<file path="config.mk">
export PLATFORM = sky130hd
export DESIGN_NAME = hanoi_move_sequencer_flat
export DESIGN_NICKNAME = d
export VERILOG_FILES = /design/src/rtl/hanoi_move_sequencer_if.sv /design/src/rtl/hanoi_move_sequencer.sv /design/src/flat_wrapper.sv
export SDC_FILE = /design/constraint.sdc
export NUM_CORES = 1
export LEC_CHECK = 0
export ABC_CLOCK_PERIOD_IN_PS = 11800
export CORE_MARGIN = 5
export CORE_UTILIZATION = 59
export DETAILED_ROUTE_END_ITERATION = 6
export HOLD_SLACK_MARGIN = 0.08
export PLACE_DENSITY = 0.95
export SLEW_MARGIN = 20
export SYNTH_ARGS = -nofsm -noshare
export SYNTH_HDL_FRONTEND = slang
export SYNTH_SLANG_ARGS = --single-unit
</file>
<file path="constraint.sdc">
create_clock -name clk -period 11.8 [get_ports clk]
set_input_delay 2.95 -clock clk [delete_from_list [all_inputs] [get_ports clk]]
set_output_delay 2.95 -clock clk [all_outputs]
set_load 0.05 [all_outputs]
</file>
<file path="src/rtl/hanoi_move_sequencer_if.sv">
// ---------------------------------------------------------------------------
// hanoi_move_sequencer_if
// Move handshake between the Tower-of-Hanoi move sequencer and its consumer
// (typically move_disk).
//   move_valid  : from_rod/to_rod/move_count describe a move on offer
//   move_ready  : consumer accepts the move on the current rising edge
//   from_rod    : source rod of the offered move
//   to_rod      : destination rod of the offered move
//   move_count  : 1-based index of the offered move, 0 when idle
// Modports: master = move producer (sequencer), slave = move consumer.
// ---------------------------------------------------------------------------
interface hanoi_move_sequencer_if #(
    parameter int RODS_LOG2       = 2,
    parameter int NUMBER_OF_DISKS = 4
);
    logic                       move_valid;
    logic                       move_ready;
    logic [RODS_LOG2-1:0]       from_rod;
    logic [RODS_LOG2-1:0]       to_rod;
    logic [NUMBER_OF_DISKS-1:0] move_count;

    modport master (
        output move_valid,
        output from_rod,
        output to_rod,
        output move_count,
        input  move_ready
    );

    modport slave (
        input  move_valid,
        input  from_rod,
        input  to_rod,
        input  move_count,
        output move_ready
    );
endinterface

</file>
<file path="src/rtl/hanoi_move_sequencer.sv">
// ---------------------------------------------------------------------------
// hanoi_move_sequencer
// Emits the optimal 2^N-1 move sequence that carries an N-disk tower from
// rod 0 to TARGET_ROD, one move per accepted handshake. While idle the rod
// outputs carry the out-of-range code 3 so a downstream move_disk treats the
// cycle as a no-op.
// Ports:
//   clk    : clock, rising edge
//   rst    : synchronous active-high reset
//   start  : begin a sequence (sampled in IDLE only)
//   abort  : stop the sequence and return to IDLE without a done pulse
//   mv     : move handshake (master side): move_valid, move_ready,
//            from_rod, to_rod, move_count
//   busy   : high while moves are being issued
//   done   : one-cycle pulse after the last move is accepted
// All outputs are registered.
// ---------------------------------------------------------------------------
module hanoi_move_sequencer #(
    parameter int NUMBER_OF_RODS  = 3,
    parameter int NUMBER_OF_DISKS = 4,
    parameter int TARGET_ROD      = 1
) (
    input  logic                          clk,
    input  logic                          rst,
    input  logic                          start,
    input  logic                          abort,
    hanoi_move_sequencer_if.master        mv,
    output logic                          busy,
    output logic                          done
);
    localparam int RODS_LOG2 = $clog2(NUMBER_OF_RODS);
    localparam int CW        = NUMBER_OF_DISKS + 1;

    localparam logic [NUMBER_OF_DISKS-1:0] FIRST_MOVE = NUMBER_OF_DISKS'(1);
    localparam logic [NUMBER_OF_DISKS-1:0] LAST_MOVE  = '1;
    localparam logic [RODS_LOG2-1:0]       IDLE_ROD   = '1;

    // The raw closed-form sequence parks the tower on rod 2 for odd N and on
    // rod 1 for even N; relabelling rods 1<->2 retargets it.
    localparam int NATURAL_ROD = ((NUMBER_OF_DISKS % 2) == 1) ? 2 : 1;
    localparam bit SWAP_RODS   = (NATURAL_ROD != TARGET_ROD);

    generate
        if (NUMBER_OF_RODS != 3) begin : g_bad_rods
            $error("hanoi_move_sequencer: NUMBER_OF_RODS must be 3");
        end
        if (NUMBER_OF_DISKS < 1 || NUMBER_OF_DISKS > 15) begin : g_bad_disks
            $error("hanoi_move_sequencer: NUMBER_OF_DISKS must be 1..15");
        end
        if (TARGET_ROD != 1 && TARGET_ROD != 2) begin : g_bad_target
            $error("hanoi_move_sequencer: TARGET_ROD must be 1 or 2");
        end
    endgenerate

    typedef enum logic [1:0] {
        IDLE,
        ISSUE,
        DONE
    } state_t;

    state_t                     state_q, state_d;
    logic                       valid_q, valid_d;
    logic [RODS_LOG2-1:0]       from_q, from_d;
    logic [RODS_LOG2-1:0]       to_q, to_d;
    logic [NUMBER_OF_DISKS-1:0] count_q, count_d;
    logic                       busy_q, busy_d;
    logic                       done_q, done_d;
    logic [NUMBER_OF_DISKS-1:0] next_m;

    function automatic logic [RODS_LOG2-1:0] mod3(input logic [CW-1:0] v);
        logic [CW-1:0] r;
        r = v % CW'(3);
        return r[RODS_LOG2-1:0];
    endfunction

    function automatic logic [RODS_LOG2-1:0] relabel(input logic [RODS_LOG2-1:0] r);
        logic [RODS_LOG2-1:0] o;
        o = r;
        if (SWAP_RODS) begin
            if (r == RODS_LOG2'(1)) begin
                o = RODS_LOG2'(2);
            end else if (r == RODS_LOG2'(2)) begin
                o = RODS_LOG2'(1);
            end
        end
        return o;
    endfunction

    // Move m goes from (m & (m-1)) mod 3; one extra bit keeps m|(m-1)+1 from
    // overflowing at m = 2^N-1.
    function automatic logic [RODS_LOG2-1:0] rod_from(input logic [NUMBER_OF_DISKS-1:0] m);
        logic [CW-1:0] mw;
        mw = CW'(m);
        return relabel(mod3(mw & (mw - CW'(1))));
    endfunction

    // Move m goes to ((m | (m-1)) + 1) mod 3.
    function automatic logic [RODS_LOG2-1:0] rod_to(input logic [NUMBER_OF_DISKS-1:0] m);
        logic [CW-1:0] mw;
        mw = CW'(m);
        return relabel(mod3((mw | (mw - CW'(1))) + CW'(1)));
    endfunction

    assign next_m = count_q + NUMBER_OF_DISKS'(1);

    // Next-state and next-output logic. Outputs are computed one cycle ahead
    // so every port comes straight from a flop. The terminal move is detected
    // before incrementing, so the counter never wraps.
    always_comb begin
        state_d = state_q;
        valid_d = valid_q;
        from_d  = from_q;
        to_d    = to_q;
        count_d = count_q;
        busy_d  = busy_q;
        done_d  = 1'b0;

        case (state_q)
            IDLE: begin
                valid_d = 1'b0;
                from_d  = IDLE_ROD;
                to_d    = IDLE_ROD;
                count_d = '0;
                busy_d  = 1'b0;
                if (start && !abort) begin
                    state_d = ISSUE;
                    valid_d = 1'b1;
                    count_d = FIRST_MOVE;
                    from_d  = rod_from(FIRST_MOVE);
                    to_d    = rod_to(FIRST_MOVE);
                    busy_d  = 1'b1;
                end
            end

            ISSUE: begin
                if (abort) begin
                    state_d = IDLE;
                    valid_d = 1'b0;
                    from_d  = IDLE_ROD;
                    to_d    = IDLE_ROD;
                    count_d = '0;
                    busy_d  = 1'b0;
                end else if (valid_q && mv.move_ready) begin
                    if (count_q == LAST_MOVE) begin
                        state_d = DONE;
                        valid_d = 1'b0;
                        from_d  = IDLE_ROD;
                        to_d    = IDLE_ROD;
                        count_d = '0;
                        busy_d  = 1'b0;
                        done_d  = 1'b1;
                    end else begin
                        count_d = next_m;
                        from_d  = rod_from(next_m);
                        to_d    = rod_to(next_m);
                    end
                end
            end

            DONE: begin
                state_d = IDLE;
                valid_d = 1'b0;
                from_d  = IDLE_ROD;
                to_d    = IDLE_ROD;
                count_d = '0;
                busy_d  = 1'b0;
            end

            default: begin
                state_d = IDLE;
                valid_d = 1'b0;
                from_d  = IDLE_ROD;
                to_d    = IDLE_ROD;
                count_d = '0;
                busy_d  = 1'b0;
            end
        endcase
    end

    // State and output registers; reset overrides everything.
    always_ff @(posedge clk) begin
        if (rst) begin
            state_q <= IDLE;
            valid_q <= 1'b0;
            from_q  <= IDLE_ROD;
            to_q    <= IDLE_ROD;
            count_q <= '0;
            busy_q  <= 1'b0;
            done_q  <= 1'b0;
        end else begin
            state_q <= state_d;
            valid_q <= valid_d;
            from_q  <= from_d;
            to_q    <= to_d;
            count_q <= count_d;
            busy_q  <= busy_d;
            done_q  <= done_d;
        end
    end

    assign mv.move_valid = valid_q;
    assign mv.from_rod   = from_q;
    assign mv.to_rod     = to_q;
    assign mv.move_count = count_q;
    assign busy          = busy_q;
    assign done          = done_q;
endmodule

</file>
<file path="src/flat_wrapper.sv">
// flat-port wrapper written by rule: the top's interface ports become plain ports
module hanoi_move_sequencer_flat 
#(
    parameter int NUMBER_OF_RODS  = 3,
    parameter int NUMBER_OF_DISKS = 4,
    parameter int TARGET_ROD      = 1
)
  (clk, rst, start, abort, busy, done, mv_move_valid, mv_from_rod, mv_to_rod, mv_move_count, mv_move_ready);
  hanoi_move_sequencer_if #(.RODS_LOG2(2), .NUMBER_OF_DISKS(NUMBER_OF_DISKS)) mv_i ();
  input  logic clk;
  input  logic rst;
  input  logic start;
  input  logic abort;
  output logic busy;
  output logic done;
  output wire logic [$bits(mv_i.move_valid)-1:0] mv_move_valid;
  output wire logic [$bits(mv_i.from_rod)-1:0] mv_from_rod;
  output wire logic [$bits(mv_i.to_rod)-1:0] mv_to_rod;
  output wire logic [$bits(mv_i.move_count)-1:0] mv_move_count;
  input wire logic [$bits(mv_i.move_ready)-1:0] mv_move_ready;
  assign mv_move_valid = mv_i.move_valid;
  assign mv_from_rod = mv_i.from_rod;
  assign mv_to_rod = mv_i.to_rod;
  assign mv_move_count = mv_i.move_count;
  assign mv_i.move_ready = mv_move_ready;
  hanoi_move_sequencer #(.NUMBER_OF_RODS(NUMBER_OF_RODS), .NUMBER_OF_DISKS(NUMBER_OF_DISKS), .TARGET_ROD(TARGET_ROD)) u_core (.clk(clk), .rst(rst), .start(start), .abort(abort), .mv(mv_i), .busy(busy), .done(done));
endmodule
</file>
* Word level (Yosys, flattened, before mapping)
Index checks and enable logic that the tools add are counted. Widths: inputs -> output; s select.
Word-level totals: output and inout bits 11, logic and storage cells 53, flip-flop bits (word level) 12, bits of input ports 5
Cells by class: divide/modulo/power cells 2, bitwise logic cells 4, mux-type cells 26, eq/ne operators 5, reductions and logical operators 7, $add $sub $neg 3
Operator list (number):
- $mux 2 | 11
- $mux 4 | 3
- $pmux 2 s2 | 3
- $mod 5x2->5 const B | 2
- $pmux 4 s2 | 1
- $mux 1 | 7
- $ne 3x2->1 const B | 2
- $add 5x1->5 const B | 1
- $and 4x5->5 | 1
- $or 4x5->5 | 1
- $sub 4x1->5 const B | 1
- $add 4x1->4 const B | 1
- $eq 4x4->1 const B | 1
- $reduce_or 4->1 | 1
- $reduce_and 3->1 | 1
- $eq 2x1->1 const B | 1
- $logic_and 1x1->1 | 2
- $logic_not 2->1 | 1
- $ne 2x1->1 const B | 1
- $not 1->1 | 2
- $pmux 1 s2 | 1
- $reduce_and 2->1 | 1
- $logic_not 1->1 | 1

* Logic depth before layout (Yosys ltp)
Gate-level depths: netlist (run 1).
depth after elaboration 9, gate-level depth with buffers 20, mapped depth without buffers 19

* Least setup slack after synthesis (run 1)
No wires, ideal clock.
path kind register -> register, from reg u_core.count_q[1], in the netlist u_core.mv.move_count[1], to reg u_core.to_q[0], in the netlist u_core.mv.to_rod[0], path buffers 1, setup slack 7.364 ns, period minus slack after synthesis 4.436 ns, library setup time 0.122 ns, cell stages (with the launch flop) 20, required time 11.678 ns, data arrival time 4.314 ns, cells stage by stage dfxtp_1 ha_1 inv_1 ha_1 buf_2 a21oi_1 a221oi_4 o21ai_1 inv_1 ha_1 inv_1 nor2_1 a21oi_1 mux2i_1 ha_1 and3_1 or4b_1 nand4_1 mux2i_1 o32a_1
On the way: cells in the longest elaborated chain, start to end 9, elaborated cells on any way between the ends 10, classes of those cells add/sub (3); div (1); eq/ne (1); mux (4); bitwise (1)
Ends and longest elaborated chain:
- start, declared | RTL line hanoi_move_sequencer.sv:65 | logic [NUMBER_OF_DISKS-1:0] count_q, count_d;
- start signal, assigned | RTL line hanoi_move_sequencer.sv:195 | count_q <= count_d;
- $add 4x1->4 | RTL line hanoi_move_sequencer.sv:104 | assign next_m = count_q + NUMBER_OF_DISKS'(1);
- $sub 4x1->5 | RTL line hanoi_move_sequencer.sv:101 | return relabel(mod3((mw | (mw - CW'(1))) + CW'(1)));
- $or 4x5->5 | RTL line hanoi_move_sequencer.sv:101
- $add 5x1->5 | RTL line hanoi_move_sequencer.sv:101
- $mod 5x2->5 | RTL line hanoi_move_sequencer.sv:72 | r = v % CW'(3);
- $mux 2 (*) | RTL line hanoi_move_sequencer.sv:144 | if (count_q == LAST_MOVE) begin
- $mux 2 (*) | RTL line hanoi_move_sequencer.sv:143 | end else if (valid_q && mv.move_ready) begin
- $mux 2 (*) | RTL line hanoi_move_sequencer.sv:136 | if (abort) begin
- $pmux 2 s2 (*) | RTL line hanoi_move_sequencer.sv:118 | case (state_q)
- end signal, assigned | RTL line hanoi_move_sequencer.sv:194 | to_q <= to_d;
- end, declared | RTL line hanoi_move_sequencer.sv:64 | logic [RODS_LOG2-1:0] to_q, to_d;
Every way passes the cells marked *; elsewhere a longest branch is shown, timed or not. The select of a mux whose other input is x is not followed. A chain may end at the register's enable or synchronous reset.

* Worst setup path after layout (run 1)
from reg u_core.count_q[3], in the netlist u_core.mv.move_count[3], to out mv_move_count[3]
RTL lines:
- end, declared | RTL line flat_wrapper.sv:19 | output wire logic [$bits(mv_i.move_count)-1:0] mv_move_count;
No word-level cell between the ends.

==> out/metrics.yaml, run 1 <==
outcome: "complete, no violations"
grt_max_degree: 16
setup.worst_path.end: "mv_move_count[3]"
ys_top_cells_by_area: "dfxtp_1, ha_1, nand2_1"
ys_warn_count: 0
pwr_density_cell_nw_per_um2: 62.9
cts_hold_buffers: 0
slew_headroom_pct: 60.7
synthArstFlopShare_pct: 0
gp_congestion: 0.834
drt_iter0_drc: 37
clkSlewWorstSetupHoldPaths_ns: 0.06
min-delay-start: "u_core.mv.from_rod[0]"
drcViolationCount: 0
yosysUniqueCellTypes: 54
critical_path.max_stage_delay_ns: 0.90
most-common-layout-cells: "nand2_1, clkdlybuf4s50_1, nor2_1"
synth_edf_count: 0
max_slew.worst_pin.slew_ns: 0.589
post_cts_resize_count: 0
dieArea_um2: 3040
final_cells: 190
cp-end-kind: "output port"
cp.required_ns: 8.85
r2r_slack_ns: 7.11
p_clk_share_pct: 28.3
wire_per_inst_um: 14.5
wl_mm: 2.75
synth_area_um2: 1200
hpwlAfterDp_mm: 2.09
synth_ff_type: "dfxtp_1"
syn_nets: 168
crit_arrival_ns: 1.78
grt_pass1_vias: 1056
cts_tree: "yes"
ir_worst_vdd_uv: 84.9
pwr-share-comb_pct: 21.3
grt-ovfl-total: 0
min_path_type: "flip-flop to flip-flop"
setup_violations: 0
ioPinCount: 16
intPower_mw: 0.0607
dp_cells: 187
clk_latency_ns: 0.27
yosys.area.top_type: "dfxtp_1"
start_kind: "flip-flop"
critical_path_class: "flip-flop to output port"
grt_use_total_pct: 20.3
cts_num_sinks: 12
synth.avg_cell_area_um2: 7.90
fp.dieW_um: 55.1
antenna_found_initial: 0
min_period_ns: 4.73
finalSetupTns_ns: 0
synth_cells: 152
critPathLaunch: "u_core.mv.move_count[3]"
cts_setup_buffers: 0
path_buf_inv: 1
grt_setup_unrepaired: "no"
fin_nets: 181
crit_cells: 1
crit_slowest_cell: "clkdlybuf4s50_1"
drive_above_1_share_pct: 9.82
floorplan.initialDensity_pct: 61.9
max_freq_ghz: 0.211
clock_skew_ns: 0.000871
p_leak_nw: 0.539
drt_pre_antenna_iters: 4
switchingPower_mw: 0.0250
cts.path.max_buffers: 2
path_max_fanout: 15
finalHoldViolCount: 0
viasPerCell: 6.05
portBuffers: 15
cts_root_buf: "clkbuf_4"
worstRegToRegCells: 19
ys_seq_area_share_pct: 20.0
crit_family: "buffers and inverters"
r2r-start: "u_core.mv.move_count[1]"
drv_slew: 0
core_um2: 1940
rr_endpoint: "u_core.mv.to_rod[0]"
num_rows: 16
cts_inserted_buffers: 3
cts_max_level: 1
synth_top_area_share_pct: 20.0
ys_ff_latch: 12
path_cells: "clkdlybuf4s50_1"
min_period_over_period_pct: 40.1
grt_pass1_wl_mm: 4.57
area_growth_pct: 13.3
antenna_cells: 0
pwr-share-seq_pct: 50.3
fp.dieH_um: 55.1
vias: 1149
maxCapViolations: 0
swShare_pct: 29.1
ant_nets: 0
## layer usage
metal | vias to the layer above | track usage (%) | part of all wire [%]
met3 | 3 | 4.02 | 4.8
met4 | 0 | 6.07 | 0.69
met1 | 532 | 26.4 | 45
li1 | 576 | - | -
met2 | 38 | 33.9 | 49
met5 | - | 0 | 0
## synthesized netlist by cell type (all sizes together) (3+ instances only)
library cell and number:
a21oi 9, clkbuf 3, nand2 16, a22oi 3
o22ai 3, ha 11, a31oi 3, nand3 6
o21ai 6, inv 11, buf 4, dfxtp 12
nor2b 4, mux2i 4, nor2 16
## logic make-up (layout without fill, tap and decap cells)
family                   count (synthesis)  after routing  share of synthesized area (%)
flip-flops                              12             12                           20.0
AO/OA/AOI/OAI                           41             41                           27.0
adder cells (fa/ha/maj)                 11             11                           11.5
multiplexers                             4              4                           3.33
XOR/XNOR                                 3              3                           2.81
AND/OR/NAND/NOR                         63             63                           28.1
buffers and inverters                   18             29                           7.29
## registers in the layout, summed over array words and instances (netlist names)
register              count
u_core.state_q            2
u_core.mv.to_rod          2
u_core.mv.move_count      4
u_core.done               1
u_core.mv.from_rod        2
u_core.busy               1
## area by class of cell
cell class,instances,area [µm²]
flip-flops and latches,12,240
repair buffers,15,150
inverters,11,41.3
multi-input cells,122,873
fillers,161,581
clock buffers,3,22.5
well taps,27,33.8
## worst min-delay path by stage
| stage | cells past startpoint | slack (ns) | end |
|---|---|---|---|
| after floorplan | 2 | 0.55 | u_core.busy |
| after global placement | 1 | 0.47 | u_core.mv.from_rod[0] |
| after detailed placement | 1 | 0.48 | u_core.mv.from_rod[1] |
| after CTS | 1 | 0.50 | u_core.mv.from_rod[0] |
| after global routing | 1 | 0.53 | u_core.mv.from_rod[0] |
| final | 1 | 0.50 | u_core.mv.from_rod[0] |
## power by group through the flow
stage	clock network, mW	registers [mW]	logic (mW)
floorplan	0	0.0471	0.00947
global placement	0	0.0437	0.0175
detailed placement	0	0.0439	0.0180
CTS	0.0243	0.0430	0.0181
global route	0.0264	0.0432	0.0195
finish	0.0243	0.0431	0.0183
## through the flow
stage / hold slack [ns] / area, µm² / utilization, % / worst slack [ns] / power, mW
after floorplan: 0.551 / 1200 / - / 7.36 / 0.0565
after global placement: 0.473 / 1340 / 68.9 / 7.15 / 0.0612
after detailed placement: 0.475 / 1340 / 68.9 / 7.02 / 0.0619
after CTS: 0.500 / 1360 / 70.1 / 7.07 / 0.0855
after global routing: 0.535 / 1360 / 70.1 / 6.75 / 0.0891
final: 0.500 / 1360 / 70.1 / 7.07 / 0.0856
No activity file was read; power rests on OpenSTA's default activity.
==> run 2, diff against run 1 <==
ABC_CLOCK_PERIOD_IN_PS = 4300   (was 11800)
CORE_UTILIZATION = 49   (was 59)
PLACE_DENSITY = 0.85   (was 0.95)
clock period = 4.3 ns   (was 11.8 ns; I/O delays follow)
==> out/metrics.yaml, run 2 (synthesis gave the netlist of run 1 again) <==
start_kind: "flip-flop"
antenna_found_initial: 0
drt_iter0_drc: 16
fp.dieW_um: 59.5
setup_violations: 0
min_period_over_period_pct: 93.1
cts.path.max_buffers: 2
fin_ws_ns: 0.296
grt_pass1_vias: 1158
path_max_fanout: 9
core_um2: 2410
fin_nets: 183
max_freq_ghz: 0.250
path_cells: "ha_1 > inv_1 > ha_4 > nand2_1 > o22ai_1 > nor2_2 > o21ai_1 > inv_1 > ha_1 > inv_1 > nor2_1 > a21oi_2 > mux2i_1 > ha_2 > and3_1 > or4b_1 > nand4_1 > mux2i_1 > o32a_1"
gr-usage-met2_pct: 31.4
antenna_cells: 0
cts_root_buf: "clkbuf_4"
preCtsSetupSlack_ns: 0.0664
wire_per_inst_um: 13.7
holdWs_ns: 0.501
stdcell_area_um2: 1420
most-common-layout-cells: "nand2_1, clkdlybuf4s50_1, nor2_1"
num_rows: 18
floorplan.initialDensity_pct: 49.8
grt_max_degree: 16
grt_use_total_pct: 16.4
fp.dieH_um: 59.5
clk_latency_ns: 0.27
grt-ovfl-total: 0
gp_congestion: 0.851
ioPinCount: 16
grt.met1_usage_pct: 18.5
use_met3_pct: 1.96
maxCapViolations: 0
p_leak_nw: 0.555
vias: 1148
drt_pre_antenna_iters: 4
finalHoldViolCount: 0
cts_inserted_buffers: 3
finalSetupTns_ns: 0
area_growth_pct: 18.2
dieArea_um2: 3540
cts_hold_buffers: 0
critical_path.max_stage_delay_ns: 0.44
cp.required_ns: 4.47
clkSlewWorstSetupHoldPaths_ns: 0.07
largest_reg_flops: 4
min_period_ns: 4.00
ant_nets: 0
grt_pass1_wl_mm: 4.65
final_cells: 196
crit_slowest_cell: "or4b_1"
slew_headroom_pct: 63.4
cts_tree: "yes"
crit_arrival_ns: 4.17
cp-end-kind: "flip-flop"
dpl_cell_area_um2: 1350
cpMostUsedCell: "inv_1"
grt_setup_unrepaired: "no"
ir_worst_vdd_uv: 232
drv_slew: 0
max_slew.worst_pin.slew_ns: 0.549
utilization_pct: 58.9
cts_max_level: 1
finalPower_mw: 0.256
critical_path_class: "flip-flop to flip-flop"
portBuffers: 15
hpwlAfterDp_mm: 2.08
dp_cells: 191
outcome: "complete, no violations"
pwr_density_cell_nw_per_um2: 180
clock_skew_ns: 0.00382
drive_above_1_share_pct: 15.1
drcViolationCount: 0
viasPerCell: 5.86
cts_num_sinks: 12
wl_mm: 2.69
grt-busiest-layer: "met2"
min_path_type: "flip-flop to flip-flop"
-- run 2: cell count changes in the layout (fill, tap and decap cells not counted), moves of 2 or more --
cell | before | now
dfxtp_1 | 12 | 10
buf_4 | 0 | 2
ha_1 | 11 | 8
ha_2 | 0 | 2
-- run 2: area by class of cell --
| type | count | area, µm² |
|---|---|---|
| Timing Repair Buffer | 17 | 165 |
| Multi-Input combinational cell | 122 | 895 |
| Tap cell | 30 | 37.5 |
| Sequential cell | 12 | 245 |
| Clock buffer | 4 | 36.3 |
| Inverter | 11 | 41.3 |
| Fill cell | 195 | 990 |
-- run 2: final timing paths --
check                               start                     to  slack, ns  depth (start not counted)
setup / recovery  u_core.mv.move_count[0]    u_core.mv.to_rod[0]       0.30                         19
setup reg to reg  u_core.mv.move_count[0]    u_core.mv.to_rod[0]       0.30                         19
hold / removal      u_core.mv.from_rod[1]  u_core.mv.from_rod[1]       0.50                          1
hold reg to reg     u_core.mv.from_rod[1]  u_core.mv.from_rod[1]       0.50                          1
-- run 2: where the power goes --
group | switching, mW | total, mW | internal [mW]
registers | 0.00351 | 0.117 | 0.114
logic | 0.0305 | 0.0505 | 0.0200
clock network | 0.0370 | 0.0885 | 0.0515
total | 0.0710 | 0.256 | 0.185
-- run 2: critical path: cells and delay by family (launching register included) --
kind	cells	cell delay (ns)
muxes	2	0.29
AOI/OAI and AO/OA	4	0.84
DFF	1	0.41
buffers and inverters	3	0.35
adders and majority gates	4	1.02
and+or+nand+nor	6	0.99
-- run 2: timing repair --
item / 4_1_cts / 5_1_grt
resized for setup: 0 / 6
setup buffers: 0 / 1
endpoints found under the setup margin: 0 / 1
-- run 2: layer usage --
metal / share of wire (%) / vias to the layer above / routed length (µm)
met2: 53 / 18 / 1420
met1: 44 / 552 / 1190
li1: - / 576 / -
met3: 2.1 / 2 / 57
met5: 0 / - / 0
met4: 0.60 / 0 / 16
